===== src/rtl/mixed_mem_read_responder.sv =====
// Read-side responder for the BSIZE-wordline memory: credit-limited request intake,
// one-cycle synchronous memory read, and an in-order buffered response channel.
package mixedInclude_package;
    parameter int BSIZE      = 10;
    parameter int BSIZE_LOG2 = 4;
endpackage

module mixed_mem_read_responder
    import mixedInclude_package::*;
#(
    parameter int DATA_W = 32,
    parameter int DEPTH  = 4
) (
    input  logic                  clk,
    input  logic                  rst_n,
    input  logic                  req_valid,
    output logic                  req_ready,
    input  logic [BSIZE_LOG2-1:0] req_addr,
    output logic                  mem_rd_en,
    output logic [BSIZE_LOG2-1:0] mem_rd_addr,
    input  logic [DATA_W-1:0]     mem_rd_data,
    output logic                  rsp_valid,
    input  logic                  rsp_ready,
    output logic [DATA_W-1:0]     rsp_data,
    output logic                  rsp_err,
    output logic [7:0]            err_cnt
);
    localparam int PTR_W = (DEPTH > 1) ? $clog2(DEPTH) : 1;
    localparam int CNT_W = $clog2(DEPTH + 1);

    logic [CNT_W-1:0]      cnt;
    logic [BSIZE_LOG2-1:0] last_addr;
    logic                  s1_valid;
    logic                  s1_err;

    logic [DATA_W-1:0]     fifo_data [DEPTH];
    logic                  fifo_err  [DEPTH];
    logic [PTR_W-1:0]      wr_ptr;
    logic [PTR_W-1:0]      rd_ptr;
    logic [CNT_W-1:0]      occ;

    logic                  accept;
    logic                  in_range;
    logic                  pop;
    logic                  push;
    logic [DATA_W-1:0]     push_data;
    logic [CNT_W-1:0]      occ_after_pop;
    logic [CNT_W-1:0]      occ_next;
    logic [PTR_W-1:0]      rd_ptr_next;

    function automatic logic [PTR_W-1:0] ptr_inc(input logic [PTR_W-1:0] p);
        return (p == PTR_W'(DEPTH - 1)) ? '0 : p + PTR_W'(1);
    endfunction

    // Credits come only from registered cnt, so rsp_ready never reaches req_ready.
    assign req_ready     = rst_n & (cnt < CNT_W'(DEPTH));
    assign accept        = req_valid & req_ready;
    assign in_range      = req_addr < BSIZE_LOG2'(BSIZE);
    assign mem_rd_en     = accept & in_range;
    assign mem_rd_addr   = mem_rd_en ? req_addr : last_addr;

    assign pop           = rsp_valid & rsp_ready;
    assign push          = s1_valid;
    assign push_data     = s1_err ? '0 : mem_rd_data;
    assign occ_after_pop = occ - CNT_W'(pop);
    assign occ_next      = occ_after_pop + CNT_W'(push);
    assign rd_ptr_next   = pop ? ptr_inc(rd_ptr) : rd_ptr;

    always_ff @(posedge clk or negedge rst_n) begin
        if (!rst_n) begin
            cnt       <= '0;
            last_addr <= '0;
            s1_valid  <= 1'b0;
            s1_err    <= 1'b0;
            err_cnt   <= '0;
        end else begin
            if (accept && !pop) begin
                cnt <= cnt + CNT_W'(1);
            end else if (!accept && pop) begin
                cnt <= cnt - CNT_W'(1);
            end
            if (mem_rd_en) begin
                last_addr <= req_addr;
            end
            s1_valid <= accept;
            s1_err   <= accept & ~in_range;
            if (pop && rsp_err && err_cnt != 8'hFF) begin
                err_cnt <= err_cnt + 8'd1;
            end
        end
    end

    always_ff @(posedge clk) begin
        if (push) begin
            fifo_data[wr_ptr] <= push_data;
            fifo_err[wr_ptr]  <= s1_err;
        end
    end

    // The output registers mirror the head entry; an empty buffer forwards the push directly.
    always_ff @(posedge clk or negedge rst_n) begin
        if (!rst_n) begin
            wr_ptr    <= '0;
            rd_ptr    <= '0;
            occ       <= '0;
            rsp_valid <= 1'b0;
            rsp_data  <= '0;
            rsp_err   <= 1'b0;
        end else begin
            if (push) begin
                wr_ptr <= ptr_inc(wr_ptr);
            end
            rd_ptr    <= rd_ptr_next;
            occ       <= occ_next;
            rsp_valid <= (occ_next != '0);
            if (occ_after_pop != '0) begin
                rsp_data <= fifo_data[rd_ptr_next];
                rsp_err  <= fifo_err[rd_ptr_next];
            end else if (push) begin
                rsp_data <= push_data;
                rsp_err  <= s1_err;
            end
        end
    end
endmodule


===== config.mk =====
export PLATFORM = sky130hd
export DESIGN_NAME = mixed_mem_read_responder
export DESIGN_NICKNAME = d
export VERILOG_FILES = /design/src/rtl/mixed_mem_read_responder.sv
export SDC_FILE = /design/constraint.sdc
export NUM_CORES = 1
export LEC_CHECK = 0
export ABC_CLOCK_PERIOD_IN_PS = 3000
export CORE_MARGIN = 5
export CORE_UTILIZATION = 41
export DETAILED_ROUTE_END_ITERATION = 8
export PLACE_DENSITY = 0.63
export SETUP_SLACK_MARGIN = 0.2
export SYNTH_ARGS = -nofsm -noshare
export SYNTH_HDL_FRONTEND = slang
export SYNTH_SLANG_ARGS = --single-unit

===== constraint.sdc =====
create_clock -name clk -period 3 [get_ports clk]
set_clock_uncertainty 0.2 [all_clocks]
set_input_delay 0.6 -clock clk [delete_from_list [all_inputs] [get_ports clk]]
set_output_delay 0.6 -clock clk [all_outputs]
set_load 0.005 [all_outputs]

==> out/results.ini, run 1 <==
[outcome]
status=completed

[routing]
firstDrtPassIters=4
first_iter_violations=204
wire_per_inst_um=19.4
drcViolationCount=0
totalWireLength_um=17100
vias_per_cell=5.09
ant_nets=0
vias=4472

[cells_and_area]
instances_no_fill=878
area_delta_synth_final_pct=24.4
fin_nets=652
drive_gt1_share_pct=17.8
diodes=0

[pwr]
power_w=0.00989
swShare_pct=32.8
p_comb_share_pct=40.2
p_per_area_nw_per_um2=996
pwr-share-clk_pct=22.7
seq_power_share_pct=37.2
peakVddDrop_v=0.000646
cellLeakagePower_nw=3.74
intPower_w=0.00664
net-switching-power_w=0.00325

[synth]
netlist.top_cell.by_area=edfxtp_1
netlist_instances=495
synth_warnings=0
syn_area_um2=7980
ys.flop_type=edfxtp_1
syn-num-nets=547
synth_seq_area_share_pct=67.8
yosys-top-cells-count=edfxtp_1, mux2i_1, nor2b_1, dfrtp_1, a211oi_1
synth_edf_count=132
synth_seq_cells=190
avgSynthCellArea_um2=16.1
synthTopCellsByArea=edfxtp_1, dfrtp_1, mux2i_1
async_flop_share_pct=30.5
netlist-cell-type-count=37
synth_top_area_share_pct=49.7
yosys.cell_count.top_type=edfxtp_1

[clock_network]
holdBufCountCts=0
cts-root-buf=clkbuf_16
clk_pin_slew_ps=70
cts_tree=yes
cts.path.max_buffers=2
cts_max_level=4
insertion_delay_ps=420
numCtsBuffers=17
clkSinkCount=190

[worst_setup_path]
crit_start=req_valid
critPathKind=primary input to primary output
reg2reg_from=rsp_valid
rr_worst_depth=9
worst_ep_arrival_time_ps=1970
cp.required_ps=2200
r2r-end=rsp_data[2]
end_kind=primary output
regToRegSetupSlack_ps=630
crit_fanout=3
start_kind=primary input

[floorplanning]
rows=51
die-width_um=150
dieArea_um2=22400
initial_core_util_pct=41.3
coreArea_um2=19300
io_pins=88
die_h_um=150

[placed_design]
place_hpwl_um=10700
port_buffers=87
place_inst=844
place_congestion=0.721

[global_routing]
gr-total-overflow=0
grt_pass1_wl_um=27300
grt_pass1_vias=4938
grt_usage_pct=15.9
grt_max_degree=59
antenna_found_initial=0

[timing]
setup_violations=0
finalCriticalPeriod_ps=2770
period_share_pct=92.3
slew_viol_final=0
tightest_slew_ps=859
fmax_mhz=361
relSlewSlack_pct=42.7
rsz0062_at_grt=false
hold_viol=0

[worst_hold_path]
min_path_type=primary input to asynchronous set/reset pin

[run]
cap_violations=0

-- critical path: stages --
cell	delay [ps]
clkdlybuf4s50_1	490
nand2_2	70
inv_1	70
nand2_1	70
inv_2	60
mux2_2	330
dlygate4sd2_1	270
-- cells by family (layout without fill, tap and decap cells) --
| logic type | count (synthesis) | count (layout) | share of synthesized area (%) |
|---|---|---|---|
| AO/OA/AOI/OAI | 74 | 74 | 9.77 |
| flip-flops | 190 | 190 | 67.8 |
| buffers and inverters | 40 | 158 | 2.65 |
| XOR/XNOR | 12 | 12 | 1.32 |
| adder cells (fa/ha/maj) | 12 | 12 | 1.98 |
| AND/OR/NAND/NOR | 95 | 95 | 7.27 |
| multiplexers | 72 | 72 | 9.17 |
-- per-stage QoR --
stage	TNS [ps]	worst slack, ps	utilization [%]	hold WS [ps]	instance area, µm²
4_1_cts	0	200	51.2	284	9900
2_1_floorplan	0	549	-	104	7980
5_1_grt	0	174	51.3	305	9930
3_5_place_dp	-168	-53.3	48.1	272	9310
6_report	0	232	51.3	251	9930
3_3_place_gp	-16.2	-13.5	48.1	264	9310
-- cell usage in the layout, fill, tap and decap left out, types with 2 or more instances in the layout --
cell,Yosys,layout
nor2b_1,65,64
edfxtp_1,132,132
a211oi_1,33,33
inv_1,12,11
nand3_1,5,4
nor2_4,1,2
buf_12,0,7
mux2i_1,66,66
dfrtp_1,58,56
nor2_1,5,5
clkbuf_16,0,17
clkdlybuf4s50_1,0,79
dlymetal6s2s_1,0,3
and2_2,0,5
bufinv_16,0,2
ha_1,11,11
buf_4,4,20
o21ai_0,3,2
dfrtp_2,0,2
dlygate4sd2_1,0,2
a221oi_1,3,3
nand2_1,4,3
a221oi_2,30,30
inv_8,0,3
clkinvlp_4,0,5
mux2_2,5,5
xor2_1,6,6
xnor2_1,6,6
clkdlybuf4s15_1,0,2
inv_6,0,2
and3_1,3,3
nand2_2,1,2
-- power groups by stage --
stage                     Sequential [W]  Combinational [W]  Clock, W
after floorplan                  0.00366            0.00251         0
after global placement           0.00371            0.00394         0
after detailed placement         0.00373            0.00402         0
after CTS                        0.00368            0.00404   0.00228
after global routing             0.00373            0.00427   0.00241
final                            0.00367            0.00397   0.00224
-- worst max-delay path by stage --
stage	to	slack, ps
2_1_floorplan	rsp_err	550
3_3_place_gp	mem_rd_addr[0]	-10
3_5_place_dp	mem_rd_addr[2]	-50
4_1_cts	mem_rd_addr[2]	200
5_1_grt	mem_rd_addr[0]	170
6_report	mem_rd_addr[0]	230
-- flip-flops by register name, indices dropped and copies added (netlist names) --
name / cells
err_cnt: 8
rsp_valid: 1
fifo_data: 128
rsp_err: 1
occ: 3
push: 1
fifo_err: 4
last_addr: 4
rd_ptr: 2
cnt: 3
wr_ptr: 2
s1_err: 1
rsp_data: 32
-- what timing repair did --
| item | in CTS | in global routing |
|---|---|---|
| pin swaps | 1 | 2 |
| endpoints found under the setup margin | 5 | 4 |
| gates resized for setup | 6 | 8 |
| setup buffers | 1 | 1 |
-- routing by layer --
layer / global-route usage (%) / wire [µm]
met1: 19.5 / 7330
met2: 28.3 / 9050
met3: 2.85 / 433
met4: 5.35 / 234
met5: 0 / 0
-- final cells by class --
type                       count  area (µm²)
fill                        1623        9410
tap                          265         332
multi-input combinational    265        2380
timing repair buffer         114        1160
clock inverter                14         161
clock buffer                  18         429
sequential                   190        5420
inverter                      12        45.0
No activity file was read; power rests on OpenSTA's default activity.
==> run 2, diff against run 1 <==
--- a/config.mk
+++ b/config.mk
@@ -6,7 +6,6 @@
 export NUM_CORES = 1
 export LEC_CHECK = 0
 export ABC_CLOCK_PERIOD_IN_PS = 3000
-export CORE_MARGIN = 5
 export CORE_UTILIZATION = 41
 export DETAILED_ROUTE_END_ITERATION = 8
 export PLACE_DENSITY = 0.63
==> out/results.ini, run 2 (same netlist as run 1, synthesis figures left out) <==
[global_routing]
grt_max_degree=59  ; unchanged
grt_usage_pct=17.8  ; +1.9 points
grt_pass1_wl_um=26300  ; -3.6%
grt_pass1_vias=4747  ; -3.9%
antenna_found_initial=0  ; unchanged
gr-total-overflow=0  ; unchanged

[timing]
finalSetupTns_ps=0  ; unchanged
period_share_pct=91.1  ; -1.2 points
slew_viol_final=0  ; unchanged
hold_viol=0  ; unchanged
tightest_slew_ps=847  ; -12.2 ps
relSlewSlack_pct=43.5  ; +0.81 points
finalCriticalPeriod_ps=2730  ; -35.1 ps
fmax_mhz=366  ; +1.3%
rsz0062_at_grt=false
setup_violations=0  ; unchanged
whs_ps=231  ; -20.7 ps

[run]
cap_violations=0  ; unchanged

[worst_setup_path]
cp.required_ps=2200  ; about the same
slowest_stage=dfrtp_1
end_kind=primary output
critPathKind=flip-flop to primary output
cp_cell_sequence=nor2b_2 -> nand2_2 -> inv_2 -> nand2_2 -> buf_4 -> mux2_2 -> dlygate4sd2_1
worst_ep_arrival_time_ps=1930  ; -40 ps
start_kind=flip-flop
crit_family=buffers and inverters
cpPeakStageDelay_ps=410  ; -80 ps
crit_fanout=3  ; unchanged
rr_worst_depth=9  ; unchanged
cpMostUsedCell=nand2_2
critical_path_buf_inv_count=3  ; -1
cp.depth=7  ; unchanged

[cells_and_area]
diodes=0  ; unchanged
final_common_cell=edfxtp_1
largestRegisters=fifo_data: 128 flops, rsp_data: 32 flops, err_cnt: 8 flops
drive_gt1_share_pct=17.6  ; -0.16 points
area_delta_synth_final_pct=24.3  ; about the same
largest_reg_flops=128  ; unchanged
fin_nets=653  ; +0.15%
finish.utilization_pct=52.5  ; +1.2 points
instances_no_fill=873  ; -0.57%
top_register=fifo_data
final_cell_mix=edfxtp_1, clkdlybuf4s50_1, mux2i_1
fillCellCount=1581  ; -2.6%

[routing]
drcViolationCount=0  ; unchanged
first_iter_violations=212  ; +3.9%
wire_per_inst_um=19.2  ; -1.3%
firstDrtPassIters=5  ; +1
vias_per_cell=5.07  ; -0.55%
vias=4422  ; -1.1%
ant_nets=0  ; unchanged
totalWireLength_um=16700  ; -1.8%

[floorplanning]
coreArea_um2=18900  ; -2.3%
dieArea_um2=20000  ; -10%
rows=50  ; -2.0%
initial_core_util_pct=42.2  ; +0.97 points
die-width_um=142  ; -5.4%
die_h_um=142  ; -5.4%
io_pins=88  ; unchanged

[placed_design]
place_inst=838  ; -0.71%
place_congestion=0.736  ; +2.0%
place_hpwl_um=10000  ; -6.1%
port_buffers=87  ; unchanged

[outcome]
status=completed

[worst_hold_path]
min_path_type=primary input to asynchronous set/reset pin

[clock_network]
cts_tree=yes
clkSinkCount=190  ; unchanged
cts_max_level=4  ; unchanged
numCtsBuffers=17  ; unchanged
cts.path.max_buffers=2  ; unchanged
cts-root-buf=clkbuf_16
clk_pin_slew_ps=70  ; about the same
insertion_delay_ps=430  ; about the same
holdBufCountCts=0  ; unchanged

[pwr]
power_w=0.00986  ; -0.27%
p_per_area_nw_per_um2=994  ; -0.22%
peakVddDrop_v=0.000559  ; -13%
cellLeakagePower_nw=3.76  ; +0.55%

[run 2: routing by layer]
metal	wire (µm)	share of wire [%]	vias to the layer above	track usage (%)
li1	-	-	2097	-
met1	7370	44	2244	22.3
met2	8710	52	67	30.8
met3	455	2.7	14	2.94
met4	200	1.2	0	7.02
met5	0	0	-	0
[run 2: through the flow]
| stage | instance area (µm²) | worst slack [ps] |
|---|---|---|
| floorplan | 7980 | 549 |
| global placement | 9290 | -63.2 |
| detailed placement | 9290 | -192 |
| CTS | 9880 | 168 |
| global route | 9920 | 190 |
| finish | 9920 | 267 |
[run 2: power breakdown]
| group | switching (W) | internal (W) | total [W] |
|---|---|---|---|
| Clock | 0.000922 | 0.00130 | 0.00222 |
| Combinational | 0.00192 | 0.00202 | 0.00395 |
| Sequential | 0.000318 | 0.00338 | 0.00370 |
[run 2: final cells by class]
| class | instances | area, µm² | share of cell area [%] |
|---|---|---|---|
| tap | 260 | 325 | 3.28 |
| timing repair buffer | 115 | 1170 | 11.8 |
| clock inverter | 12 | 145 | 1.46 |
| clock buffer | 19 | 433 | 4.36 |
| multi-input combinational | 265 | 2390 | 24.1 |
| sequential | 190 | 5420 | 54.6 |
| inverter | 12 | 45.0 | 0.454 |
[run 2: final timing paths]
path	slack, ps	startpoint	endpoint
setup / recovery	270	cnt[2]	mem_rd_addr[2]
hold / removal	230	rst_n	err_cnt[3]
setup reg to reg	580	rsp_valid	rsp_data[0]
hold reg to reg	300	err_cnt[7]	err_cnt[7]
max in group asynchronous	1780	rst_n	s1_err
min in group clk	290	req_addr[2]	last_addr[2]
[run 2: timing repair]
item / 4_1_cts / 5_1_grt
hold endpoints to repair: 0 / 0
endpoints found under the setup margin: 5 / 1
resized for setup: 9 / 7
pin swaps: 1 / 2
buffers inserted: 1 / 3
==> run 3, diff against run 2 <==
--- a/config.mk
+++ b/config.mk
@@ -5,7 +5,7 @@
 export SDC_FILE = /design/constraint.sdc
 export NUM_CORES = 1
 export LEC_CHECK = 0
-export ABC_CLOCK_PERIOD_IN_PS = 3000
+export ABC_CLOCK_PERIOD_IN_PS = 2660
 export CORE_UTILIZATION = 41
 export DETAILED_ROUTE_END_ITERATION = 8
 export PLACE_DENSITY = 0.63
==> constraint.sdc (replaced) <==
create_clock -name clk -period 2.66 [get_ports clk]
set_clock_uncertainty 0.2 [all_clocks]
set_input_delay 0.532 -clock clk [delete_from_list [all_inputs] [get_ports clk]]
set_output_delay 0.532 -clock clk [all_outputs]
set_load 0.005 [all_outputs]
==> out/results.ini, run 3 (same netlist as run 1, synthesis figures left out) <==
[cells_and_area]
final_cell_mix=edfxtp_1, clkdlybuf4s50_1, mux2i_1
fillCellCount=1577  ; -0.25%
largest_reg_flops=128  ; unchanged
drive_gt1_share_pct=21.3  ; +3.7 points
diodes=0  ; unchanged
instances_no_fill=885  ; +1.4%
fin_nets=664  ; +1.7%
seq_area_um2=5420  ; about the same
finish.utilization_pct=53.3  ; +0.77 points
top_register=fifo_data
final_common_cell=edfxtp_1
finalInstanceArea_um2=10100  ; +1.5%
area_delta_synth_final_pct=26.1
largestRegisters=fifo_data: 128 flops, rsp_data: 32 flops, err_cnt: 8 flops
multi_input_comb_area_um2=2430  ; +1.7%

[global_routing]
grt_pass1_vias=4814  ; +1.4%
antenna_found_initial=0  ; unchanged
gr-total-overflow=0  ; unchanged
grt_pass1_wl_um=26600  ; +1.2%
grt_max_degree=59  ; unchanged
grt_usage_pct=17.9  ; +0.17 points

[floorplanning]
coreArea_um2=18900  ; unchanged
die_h_um=142  ; unchanged
io_pins=88  ; unchanged
die-width_um=142  ; unchanged
dieArea_um2=20000  ; unchanged
rows=50  ; unchanged
initial_core_util_pct=42.2  ; unchanged

[pwr]
p_per_area_nw_per_um2=1130  ; +14%
p_comb_share_pct=41.1  ; +1.1 points
intPower_w=0.00767  ; +15%
pwr-share-clk_pct=22.2  ; -0.3 points
cellLeakagePower_nw=3.83  ; +1.9%
swShare_pct=32.6  ; +0.53 points
net-switching-power_w=0.00372  ; +17%
seq_power_share_pct=36.7  ; -0.8 points
peakVddDrop_v=0.000794  ; +42%

[worst_setup_path]
start_kind=flip-flop
critical_path_buf_inv_count=3  ; unchanged
end_kind=primary output
cpMostUsedCell=buf_6
cpPeakStageDelay_ps=390  ; -20 ps
worst_ep_arrival_time_ps=1750  ; -180 ps
crit_fanout=3  ; unchanged
cp_cell_sequence=nor2b_2 -> nand2_2 -> inv_2 -> nand2_4 -> buf_6 -> mux2_4 -> buf_6
slowest_stage=dfrtp_1
crit_family=flip-flops
cp.required_ps=1930  ; -270 ps
critPathKind=flip-flop to primary output

[timing]
finalCriticalPeriod_ps=2480
fmax_mhz=403
relSlewSlack_pct=42.3  ; -1.2 points
period_share_pct=93.4
setup_violations=0  ; unchanged
tightest_slew_ps=865  ; +18.0 ps
slew_viol_final=0  ; unchanged
hold_viol=0  ; unchanged
rsz0062_at_grt=true
whs_ps=159  ; -72.1 ps
worst_slack_ps=176  ; -90.8 ps

[clock_network]
cts.path.max_buffers=2  ; unchanged
clkSinkCount=190  ; unchanged
cts_tree=yes
numCtsBuffers=17  ; unchanged
clk_pin_slew_ps=70  ; about the same
holdBufCountCts=0  ; unchanged
cts_max_level=4  ; unchanged
insertion_delay_ps=420  ; about the same
cts-root-buf=clkbuf_16

[placed_design]
place_inst=842  ; +0.48%
post-place-ws_ps=-333  ; -142 ps
detailed_place.area_um2=9340  ; +0.46%
place_hpwl_um=10200  ; +1.5%
place_congestion=0.736  ; about the same
port_buffers=87  ; unchanged

[routing]
drcViolationCount=0  ; unchanged
vias=4494  ; +1.6%
vias_per_cell=5.08  ; +0.25%
firstDrtPassIters=4  ; -1
wire_per_inst_um=19.0  ; -0.89%
ant_nets=0  ; unchanged
totalWireLength_um=16800  ; +0.47%
first_iter_violations=276  ; +30%

[outcome]
status=completed

[run]
cap_violations=0  ; unchanged

[worst_hold_path]
min_path_type=primary input to asynchronous set/reset pin

run 3: cell count changes in the layout (fill, tap and decap cells not counted), sizes merged:
cell / previous run / this run
bufinv: 3 / 2
clkdlybuf4s50: 78 / 75
buf: 29 / 42
clkinv: 7 / 5
dlygate4sd2: 4 / 5
inv: 13 / 15
clkbuf: 19 / 20
clkinvlp: 1 / 4
dlymetal6s2s: 4 / 2
run 3: final timing paths:
kind	end	slack, ps	cells after the start	from
worst max register to register	rsp_data[22]	300	10	rsp_valid
worst max-delay path	mem_rd_addr[2]	180	7	cnt[2]
worst min-delay path	err_cnt[0]	160	2	rst_n
max in group asynchronous	push	1500	2	rst_n
worst min register to register	last_addr[1]	300	1	last_addr[1]
min in group clk	last_addr[1]	300	1	last_addr[1]
run 3: worst register-to-register path: cells and delay by family (launching register included):
kind,cells,cell delay [ps]
xor gates and xnor gates,1,240
and+or+nand+nor,3,400
DFF,1,440
AOI/OAI and AO/OA,1,270
adders and majority gates,2,380
buffers and inverters,3,330
run 3: per-layer routing:
layer  track usage [%]  share of wire, %  vias up
met5                 0                 0        -
met4              5.38              0.99        0
met3              3.61               3.1       12
met2              30.9                51       76
met1              22.9                45     2283
li1                  -                 -     2123
run 3: cell type report:
cell class | count | area share [%]
timing repair buffer | 126 | 12.5
inverter | 12 | 0.447
multi-input combinational | 265 | 24.1
clock inverter | 14 | 1.60
sequential | 190 | 53.8
clock buffer | 18 | 4.26
tap | 260 | 3.23
run 3: power by group through the flow:
stage,logic [W],clock network (W),registers (W)
detailed placement,0.00454,0,0.00423
global placement,0.00440,0,0.00421
CTS,0.00459,0.00258,0.00419
floorplan,0.00283,0,0.00412
finish,0.00468,0.00253,0.00418
global route,0.00507,0.00269,0.00424
run 3: metrics by stage:
step | total power (W) | setup TNS (ps)
final | 0.0114 | 0
after global routing | 0.0120 | 0
after CTS | 0.0114 | 0
after detailed placement | 0.00877 | -10640
after global placement | 0.00862 | -8100
after floorplan | 0.00695 | 0
run 3: repair_timing:
action                     in CTS  in global routing
buffers inserted                7                  4
gates resized for setup        27                 13
setup endpoints to repair      36                 38
pin swaps                       4                  5
